`config.mk`:
```
export PLATFORM = sky130hd
export DESIGN_NAME = lc3_control
export DESIGN_NICKNAME = d
export VERILOG_FILES = /design/src/rtl/lc3_control_pkg.sv /design/src/rtl/lc3_control_wait_timer.sv /design/src/rtl/lc3_control.sv
export SDC_FILE = /design/constraint.sdc
export NUM_CORES = 1
export LEC_CHECK = 0
export ABC_AREA = 1
export CORE_AREA = 2 2 46 48
export DETAILED_ROUTE_END_ITERATION = 6
export DIE_AREA = 0 0 48 50
export GPL_TIMING_DRIVEN = 0
export PLACE_DENSITY = 0.79
export SYNTH_ARGS = -nofsm -noshare
export SYNTH_HDL_FRONTEND = slang
export SYNTH_HIERARCHICAL = 1
export SYNTH_SLANG_ARGS = --single-unit
```
`constraint.sdc`:
```
create_clock -name clk -period 2.5 [get_ports clk]
set_clock_uncertainty 0.1 [all_clocks]
set_input_delay 0.375 -clock clk [delete_from_list [all_inputs] [get_ports clk]]
set_output_delay 0.375 -clock clk [all_outputs]
set_load 0.01 [all_outputs]
```
`src/rtl/lc3_control_pkg.sv`:
```
// Shared definitions for the LC-3 control path: opcodes, sequencer states,
// mux/ALU select codes and the bundled control-word type driven by
// lc3_control. Also used by the datapath for the mux code values.
package lc3_control_pkg;

  // Opcodes (ir[15:12]) handled by the sequencer
  localparam logic [3:0] OP_BR  = 4'h0;
  localparam logic [3:0] OP_ADD = 4'h1;
  localparam logic [3:0] OP_LD  = 4'h2;
  localparam logic [3:0] OP_ST  = 4'h3;
  localparam logic [3:0] OP_AND = 4'h5;
  localparam logic [3:0] OP_LDR = 4'h6;
  localparam logic [3:0] OP_STR = 4'h7;
  localparam logic [3:0] OP_NOT = 4'h9;
  localparam logic [3:0] OP_JMP = 4'hC;
  localparam logic [3:0] OP_LEA = 4'hE;

  // pc_mux codes
  localparam logic [1:0] PCMUX_INC   = 2'd0;
  localparam logic [1:0] PCMUX_ADDER = 2'd1;
  localparam logic [1:0] PCMUX_BUS   = 2'd2;

  // addr1_mux codes
  localparam logic ADDR1_PC  = 1'b0;
  localparam logic ADDR1_SR1 = 1'b1;

  // addr2_mux codes
  localparam logic [1:0] ADDR2_ZERO  = 2'd0;
  localparam logic [1:0] ADDR2_OFF6  = 2'd1;
  localparam logic [1:0] ADDR2_OFF9  = 2'd2;
  localparam logic [1:0] ADDR2_OFF11 = 2'd3;

  // alu_k codes
  localparam logic [1:0] ALUK_ADD   = 2'd0;
  localparam logic [1:0] ALUK_AND   = 2'd1;
  localparam logic [1:0] ALUK_NOT   = 2'd2;
  localparam logic [1:0] ALUK_PASSA = 2'd3;

  typedef enum logic [3:0] {
    S_F0, S_F1, S_F2, S_DEC,
    S_ALU, S_BR, S_JMP, S_LEA,
    S_EA, S_RD, S_WB, S_SD, S_WR,
    S_HALT
  } state_e;

  // One cycle's worth of control outputs (mem_err is held separately)
  typedef struct packed {
    logic       ld_pc;
    logic       ld_mar;
    logic       ld_mdr;
    logic       ld_ir;
    logic       ld_cc;
    logic       load_reg;
    logic       gate_pc;
    logic       gate_mdr;
    logic       gate_alu;
    logic       gate_marmux;
    logic       dr_mux;
    logic       sr1_mux;
    logic [1:0] pc_mux;
    logic       addr1_mux;
    logic [1:0] addr2_mux;
    logic [1:0] alu_k;
    logic       mem_en;
    logic       mem_we;
    logic       halted;
  } ctrl_t;

  function automatic logic is_load(input logic [3:0] op);
    return (op == OP_LD) || (op == OP_LDR);
  endfunction

endpackage

```
`src/rtl/lc3_control_wait_timer.sv`:
```
// Memory wait timer for the LC-3 sequencer.
// Counts cycles spent waiting on memory and flags the last allowed cycle.
//   clk_i    : clock
//   rst_i    : synchronous active-high reset
//   clr_i    : hold the count at zero (sequencer not in a wait state)
//   en_i     : advance the count (waiting, memory not ready)
//   expire_o : current cycle is the WAIT_MAX-th wait cycle; never set when WAIT_MAX = 0
module lc3_control_wait_timer #(
  parameter int unsigned WAIT_MAX = 0
) (
  input  logic clk_i,
  input  logic rst_i,
  input  logic clr_i,
  input  logic en_i,
  output logic expire_o
);

  localparam int unsigned CW = (WAIT_MAX > 1) ? $clog2(WAIT_MAX) : 1;
  localparam logic [CW-1:0] LAST = CW'((WAIT_MAX == 0) ? 0 : WAIT_MAX - 1);

  logic [CW-1:0] cnt_q;

  always_ff @(posedge clk_i) begin
    if (rst_i || clr_i) begin
      cnt_q <= '0;
    end else if (en_i) begin
      cnt_q <= cnt_q + CW'(1);
    end
  end

  assign expire_o = (WAIT_MAX != 0) && (cnt_q == LAST);

endmodule

```
`src/rtl/lc3_control.sv`:
```
// LC-3 microsequencer: fetch / decode / execute FSM producing the datapath
// control strobes. Supports ADD, AND, NOT, BR, JMP, LEA, LD, LDR, ST, STR.
// Ports:
//   clk, rst                  : clock, synchronous active-high reset
//   ir, n, z, p               : instruction register and condition codes
//   mem_ready                 : memory access completes this cycle
//   ld_*, load_reg            : register load strobes
//   gate_*                    : bus drivers (at most one per cycle)
//   dr_mux, sr1_mux, pc_mux, addr1_mux, addr2_mux, alu_k : datapath selects
//   mem_en, mem_we            : memory strobe / write enable
//   halted, mem_err           : HALT state indicator, sticky wait-timeout flag
module lc3_control
  import lc3_control_pkg::*;
#(
  parameter int unsigned WAIT_MAX     = 0,
  parameter bit          ILLEGAL_HALT = 1'b1
) (
  input  logic        clk,
  input  logic        rst,
  input  logic [15:0] ir,
  input  logic        n,
  input  logic        z,
  input  logic        p,
  input  logic        mem_ready,
  output logic        ld_pc,
  output logic        ld_mar,
  output logic        ld_mdr,
  output logic        ld_ir,
  output logic        ld_cc,
  output logic        load_reg,
  output logic        gate_pc,
  output logic        gate_mdr,
  output logic        gate_alu,
  output logic        gate_marmux,
  output logic        dr_mux,
  output logic        sr1_mux,
  output logic [1:0]  pc_mux,
  output logic        addr1_mux,
  output logic [1:0]  addr2_mux,
  output logic [1:0]  alu_k,
  output logic        mem_en,
  output logic        mem_we,
  output logic        halted,
  output logic        mem_err
);

  state_e     state_q, state_d;
  logic       mem_err_q;
  logic       err_set;
  logic       in_wait;
  logic       tmo;
  ctrl_t      c;
  ctrl_t      o;
  logic [3:0] op;
  logic       unused_ir;

  assign op        = ir[15:12];
  assign unused_ir = ^ir[8:0];
  assign in_wait   = (state_q == S_F1) || (state_q == S_RD) || (state_q == S_WR);

  lc3_control_wait_timer #(
    .WAIT_MAX (WAIT_MAX)
  ) u_wait_timer (
    .clk_i    (clk),
    .rst_i    (rst),
    .clr_i    (!in_wait),
    .en_i     (in_wait && !mem_ready),
    .expire_o (tmo)
  );

  always_comb begin
    state_d = state_q;
    c       = '0;
    err_set = 1'b0;
    case (state_q)
      S_F0: begin
        c.gate_pc = 1'b1;
        c.ld_mar  = 1'b1;
        c.pc_mux  = PCMUX_INC;
        c.ld_pc   = 1'b1;
        state_d   = S_F1;
      end
      S_F1: begin
        c.mem_en = 1'b1;
        if (mem_ready) begin
          c.ld_mdr = 1'b1;
          state_d  = S_F2;
        end else if (tmo) begin
          err_set = 1'b1;
          state_d = S_HALT;
        end
      end
      S_F2: begin
        c.gate_mdr = 1'b1;
        c.ld_ir    = 1'b1;
        state_d    = S_DEC;
      end
      S_DEC: begin
        case (op)
          OP_ADD, OP_AND, OP_NOT:         state_d = S_ALU;
          OP_BR:                          state_d = S_BR;
          OP_JMP:                         state_d = S_JMP;
          OP_LEA:                         state_d = S_LEA;
          OP_LD, OP_LDR, OP_ST, OP_STR:   state_d = S_EA;
          default:                        state_d = ILLEGAL_HALT ? S_HALT : S_F0;
        endcase
      end
      S_ALU: begin
        c.sr1_mux  = 1'b1;
        c.alu_k    = (op == OP_AND) ? ALUK_AND :
                     (op == OP_NOT) ? ALUK_NOT : ALUK_ADD;
        c.gate_alu = 1'b1;
        c.load_reg = 1'b1;
        c.ld_cc    = 1'b1;
        state_d    = S_F0;
      end
      S_BR: begin
        c.addr1_mux = ADDR1_PC;
        c.addr2_mux = ADDR2_OFF9;
        c.pc_mux    = PCMUX_ADDER;
        c.ld_pc     = (ir[11] & n) | (ir[10] & z) | (ir[9] & p);
        state_d     = S_F0;
      end
      S_JMP: begin
        c.sr1_mux   = 1'b1;
        c.addr1_mux = ADDR1_SR1;
        c.addr2_mux = ADDR2_ZERO;
        c.pc_mux    = PCMUX_ADDER;
        c.ld_pc     = 1'b1;
        state_d     = S_F0;
      end
      S_LEA: begin
        c.addr1_mux   = ADDR1_PC;
        c.addr2_mux   = ADDR2_OFF9;
        c.gate_marmux = 1'b1;
        c.load_reg    = 1'b1;
        state_d       = S_F0;
      end
      S_EA: begin
        if (op == OP_LDR || op == OP_STR) begin
          c.sr1_mux   = 1'b1;
          c.addr1_mux = ADDR1_SR1;
          c.addr2_mux = ADDR2_OFF6;
        end else begin
          c.addr1_mux = ADDR1_PC;
          c.addr2_mux = ADDR2_OFF9;
        end
        c.gate_marmux = 1'b1;
        c.ld_mar      = 1'b1;
        state_d       = is_load(op) ? S_RD : S_SD;
      end
      S_RD: begin
        c.mem_en = 1'b1;
        if (mem_ready) begin
          c.ld_mdr = 1'b1;
          state_d  = S_WB;
        end else if (tmo) begin
          err_set = 1'b1;
          state_d = S_HALT;
        end
      end
      S_WB: begin
        c.gate_mdr = 1'b1;
        c.load_reg = 1'b1;
        c.ld_cc    = 1'b1;
        state_d    = S_F0;
      end
      S_SD: begin
        c.alu_k    = ALUK_PASSA;
        c.gate_alu = 1'b1;
        c.ld_mdr   = 1'b1;
        state_d    = S_WR;
      end
      S_WR: begin
        c.mem_en = 1'b1;
        c.mem_we = 1'b1;
        if (mem_ready) begin
          state_d = S_F0;
        end else if (tmo) begin
          err_set = 1'b1;
          state_d = S_HALT;
        end
      end
      S_HALT: begin
        c.halted = 1'b1;
      end
      default: begin
        state_d = S_F0;
      end
    endcase
  end

  always_ff @(posedge clk) begin
    if (rst) begin
      state_q   <= S_F0;
      mem_err_q <= 1'b0;
    end else begin
      state_q <= state_d;
      if (err_set) begin
        mem_err_q <= 1'b1;
      end
    end
  end

  // rst masks every strobe in the same cycle, so an access interrupted by
  // reset never issues mem_en/mem_we or a load strobe.
  assign o = rst ? '0 : c;

  assign ld_pc       = o.ld_pc;
  assign ld_mar      = o.ld_mar;
  assign ld_mdr      = o.ld_mdr;
  assign ld_ir       = o.ld_ir;
  assign ld_cc       = o.ld_cc;
  assign load_reg    = o.load_reg;
  assign gate_pc     = o.gate_pc;
  assign gate_mdr    = o.gate_mdr;
  assign gate_alu    = o.gate_alu;
  assign gate_marmux = o.gate_marmux;
  assign dr_mux      = o.dr_mux;
  assign sr1_mux     = o.sr1_mux;
  assign pc_mux      = o.pc_mux;
  assign addr1_mux   = o.addr1_mux;
  assign addr2_mux   = o.addr2_mux;
  assign alu_k       = o.alu_k;
  assign mem_en      = o.mem_en;
  assign mem_we      = o.mem_we;
  assign halted      = o.halted;
  assign mem_err     = mem_err_q & ~rst;

endmodule

```
Yosys cells after proc, flatten, opt, wreduce, memory -nomap -nowiden

Memory sizes are Yosys's and may differ from the RTL's.
Index checks and enable logic that the tools add are counted.

Register bits: 4
Latch bits: 0
RAM bits: 0
Memory bits (read-only): 64
Input port bits: 22
Output and inout bits: 23
Logic and storage cells: 73
Memories: 1

Memory list:

| memory           | words | width | rd ports | clocked after memory_dff | write ports | RTL line          | RTL |
|---|---|---|---|---|---|---|---|
| (name not given) | 16    | 4     | 1        | 0                        | 0           | lc3_control.sv:99 | `case (op)` |

Add/subtract/negate cells: 0
$mul: 0
Divide/modulo/power cells: 0
$lt $le $gt $ge: 0
Eq/ne operators: 21
Shift-type cells: 0
Multiplexer cells: 28
Bitwise operators: 6
Reductions and logical operators: 16

Operators by type and width:

| kind                                                                   | count |
|---|---|
| 4-bit one-hot mux with 9 select lines                                  | 1 |
| 4-bit by 3-bit equality test with 1-bit output (second input constant) | 7 |
| 4-bit equality test (second input constant)                            | 7 |
| 22-bit two-way mux                                                     | 1 |
| 2-bit OR reduction                                                     | 10 |
| 1-bit two-way mux                                                      | 14 |
| 4-bit by 2-bit equality test with 1-bit output (second input constant) | 3 |
| 4-bit two-way mux                                                      | 3 |
| 3-bit one-hot mux with 3 select lines                                  | 1 |
| 2-bit two-way mux                                                      | 3 |
| 2-bit != test (second input constant)                                  | 3 |
| 1-bit one-hot mux with 2 select lines                                  | 3 |
| 3-bit OR reduction                                                     | 2 |
| 4-bit by 1-bit equality test with 1-bit output (second input constant) | 1 |
| 4-bit zero test                                                        | 1 |
| 2-bit one-hot mux with 2 select lines                                  | 1 |
| 4-bit AND reduction                                                    | 1 |
| 1-bit bitwise AND                                                      | 3 |
| 3-bit two-way mux                                                      | 1 |
| 1-bit logical OR                                                       | 2 |
| 1-bit OR                                                               | 2 |
| 1-bit NOT                                                              | 1 |

Logic depth before layout (Yosys ltp)

Gate-level depths: netlist of run 1.

Depth after elaboration: 5
Gate-level depth with buffers: 9
Gate-level depth less buffers: 9

Hierarchy

The synthesis of run 1 kept the hierarchy.

Modules (own cells, without submodules):

| module                 | instances | cells each | area an instance (sq um) | sequential area each (sq um) |
|---|---|---|---|---|
| lc3_control            | 1         | 139        | 690.7                    | 100.1 |
| lc3_control_wait_timer | 1         | 2          | 11.3                     | 0.0 |

Worst setup path before layout of run 1

Ideal clock, no wire load.

Path kind: input port to output port
From: input rst
To: output ld_pc
Arrival time: 1.154 ns
Required time: 2.025 ns
Slack: 0.871 ns
Stages on the path: 6
Path buffers: 1
Cells stage by stage: buf_2 > inv_1 > nand2_1 > nor3_2 > nand2_1 > nand2_1

Word-level cells in the longest chain between the ends: 1

Ends and longest elaborated chain:

| what               | RTL line           | RTL |
|---|---|---|
| start: declaration | lc3_control.sv:19  | `input logic rst,` |
| 22-bit two-way mux | lc3_control.sv:207 | `assign o = rst ? '0 : c;` |
| end: declaration   | lc3_control.sv:25  | `output logic ld_pc,` |

Every way passes these cells.

Worst setup path after layout of run 1

From: register state_q[1]
To: output load_reg

Word-level cells in the longest chain between the ends: 4
Elaborated cells on any way between the ends: 6
Classes of those cells: eq/ne (3); mux (2); reduce/logical (1)

Ends and longest elaborated chain:

| what                                                                                  | RTL line           | RTL |
|---|---|---|
| start: declaration                                                                    | lc3_control.sv:47  | `state_e state_q, state_d;` |
| start signal: assignment                                                              | lc3_control.sv:198 | `state_q <= state_d;` |
| 4-bit equality test or 4-bit by 3-bit equality test with 1-bit output (tied branches) | lc3_control.sv:75  | `case (state_q)` |
| 3-bit OR reduction (no source line) (*)                                               | -                  |  |
| 1-bit two-way mux (*)                                                                 | lc3_control.sv:75  |  |
| 22-bit two-way mux (*)                                                                | lc3_control.sv:207 |  |
| end: declaration                                                                      | lc3_control.sv:30  | `output logic load_reg,` |

Every way passes the cells marked *; elsewhere a longest branch is shown, timed or not.

==> results of run 1 <==
flip-flops by register name (all words and copies together) (netlist names):
signal	count
state_q	4
mem_err_q	1
layout by cell type (no fill, tap or decap), types with 2 or more instances in the layout:
cell type	count
nor2_1	21
inv_1	18
nand4_1	2
a21oi_1	7
conb_1	3
inv_2	3
nor3_2	2
nand2_2	3
nor2_2	3
clkbuf_4	3
o21ai_0	4
nand2_1	44
clkdlybuf4s50_1	30
o21ai_1	2
buf_4	3
nand3_1	11
nor3_1	4
dfxtp_1	4
power by group through the flow:
stage	clock (uW)	combinational, uW	sequential, uW
3_3_place_gp	0	430	145
4_1_cts	94.0	439	145
6_report	91.4	439	147
5_1_grt	101	486	150
2_1_floorplan	0	281	134
3_5_place_dp	0	438	146
metrics by stage:
stage                     TNS (ns)  hold slack, ns  instances  setup WS, ns
after floorplan                  0           0.336        141         0.871
after global placement     -0.0641           0.349        200       -0.0641
after detailed placement   -0.0920           0.355        200       -0.0920
after CTS                        0           0.360        204        0.0667
after global routing             0           0.391        204        0.0525
final                            0           0.354        204         0.141
worst paths after layout:
check	from	end	slack (ns)	cells after the start
hold reg to reg	mem_err_q	mem_err_q	0.35	2
setup reg to reg	state_q[0]	state_q[0]	1.15	7
hold / removal	mem_err_q	mem_err_q	0.35	2
setup / recovery	state_q[1]	load_reg	0.14	5
worst max-delay path: stages (launching register included):
cell and delay (ns):
dfxtp_1 0.47, nand2_1 0.19, nor2_1 0.21, nor2_1 0.10
a21oi_1 0.13, clkdlybuf4s50_1 0.55
final cells by class:
| type | instances | share of cell area (%) |
|---|---|---|
| multi-input cells | 109 | 45.0 |
| repair buffers | 32 | 29.6 |
| flip-flops and latches | 5 | 9.34 |
| inverters | 22 | 7.61 |
| well taps | 27 | 3.11 |
| plain buffers | 5 | 2.88 |
| clock buffers | 4 | 2.42 |
repair_timing:
| action | 4_1_cts | 5_1_grt |
|---|---|---|
| endpoints found under the setup margin | 1 | 3 |
| endpoints found under the hold margin | 0 | 0 |
| gates resized for setup | 1 | 3 |
| pin swaps | 0 | 0 |
metal layers:
metal | track usage [%] | vias to the layer above | routed length, microns
li1 | - | 503 | -
met1 | 22.0 | 414 | 946
met2 | 28.4 | 24 | 991
met3 | 3.30 | 0 | 63
met4 | 2.70 | 0 | 0
met5 | 0 | - | 0
==> impl_metrics.tcl, run 1 <==
set metrics [dict create \
    cts_made_buffers 3 \
    die_h_microns 50 \
    dpl.hpwl_mm 1.68 \
    total_power_uw 678 \
    ant_nets 0 \
    synth_cells 140 \
    swShare_pct 47.6 \
    critPathCaptureType "output port" \
    p_int_uw 355 \
    antenna_found_initial 0 \
    p_comb_share_pct 64.8 \
    fmax_mhz 424 \
    first_global_vias 816 \
    portBuffers 32 \
    clock_sinks 5 \
    drc_errors 0 \
    syn_avg_cell_area_sq_um 4.99 \
    ys_warn_count 6 \
    dr.pass1.iters 4 \
    final_area_sq_um 1080 \
    power_frac_seq_pct 21.7 \
    min_period_over_period_pct 94.4 \
    ios 45 \
    status "finished, final reports clean" \
    hold_viol_final 0 \
    globalplace.congestion 0.893 \
    leakage_uw 0.000546 \
    vdd.ir_drop.worst_v 0.000292 \
    diodes 0 \
    worst-endpoint-required_ns 2.03 \
    regArea_sq_um 101 \
    clkLatencyLatePin_ns 0.24 \
    core_sq_um 1900 \
    gr-total-overflow 0 \
    wl_mm 2.00 \
    post-route-min-period_ns 2.36 \
    die-area_sq_um 2400 \
    grt_max_degree 11 \
    root_buffer "clkbuf_4" \
    vias 941 \
    rsz0062_at_grt "no" \
    wl_per_cell_microns 9.81 \
    cts_buffer_depth 2 \
    slew_viol_final 0 \
    post_cts_buffers 0 \
    dpl_cell_area_sq_um 1060 \
    via_per_inst 4.61 \
    fin_nets 200 \
    grt_pass1_wl_mm 3.12 \
    cts_tree "done" \
    clkPwrFrac_pct 13.5 \
    syn_to_final_growth_pct 55.4 \
    start_util_pct 36.7 \
    worstPathArrival_ns 1.88 \
    power.density_nw_per_um2 625 \
    clk_transition_reported_paths_ns 0.04 \
    utilization_pct 57.0 \
    start_kind "flip-flop" \
    cts_max_level 1 \
    min_path_type "flip-flop to flip-flop" \
    n_fill_cell 207 \
    setup_violations 0 \
    p_sw_uw 323 \
    multi_input_area_sq_um 488 \
    rows 16 \
    track_usage_pct 16.9 \
    netlist_area_sq_um 698 \
    drive_gt1_share_pct 11.3 \
    critical_path.max_fanout 7 \
    die_x_microns 48 \
    holdBufCountCts 0 \
    drtIter0Drc 21 \
    critPathKind "flip-flop to output port" \
    maxCapViolCount 0 \
]
No activity file was read; power rests on OpenSTA's default activity.
==> run 2: changes to the inputs <==
--- a/config.mk
+++ b/config.mk
@@ -7,6 +7,7 @@
 export LEC_CHECK = 0
 export ABC_AREA = 1
 export CORE_AREA = 2 2 46 48
+export CTS_CLUSTER_DIAMETER = 200
 export DETAILED_ROUTE_END_ITERATION = 6
 export DIE_AREA = 0 0 48 50
 export GPL_TIMING_DRIVEN = 0
==> results of run 2 <==
Same layout as run 1: the final DEF is identical, and so are final timing and power.
==> run 3: changes to the inputs <==
--- a/config.mk
+++ b/config.mk
@@ -16,3 +16,4 @@
 export SYNTH_HDL_FRONTEND = slang
 export SYNTH_HIERARCHICAL = 1
 export SYNTH_SLANG_ARGS = --single-unit
+export TNS_END_PERCENT = 5
==> results of run 3 <==
Same layout as run 1: the final DEF is identical, and so are final timing and power.
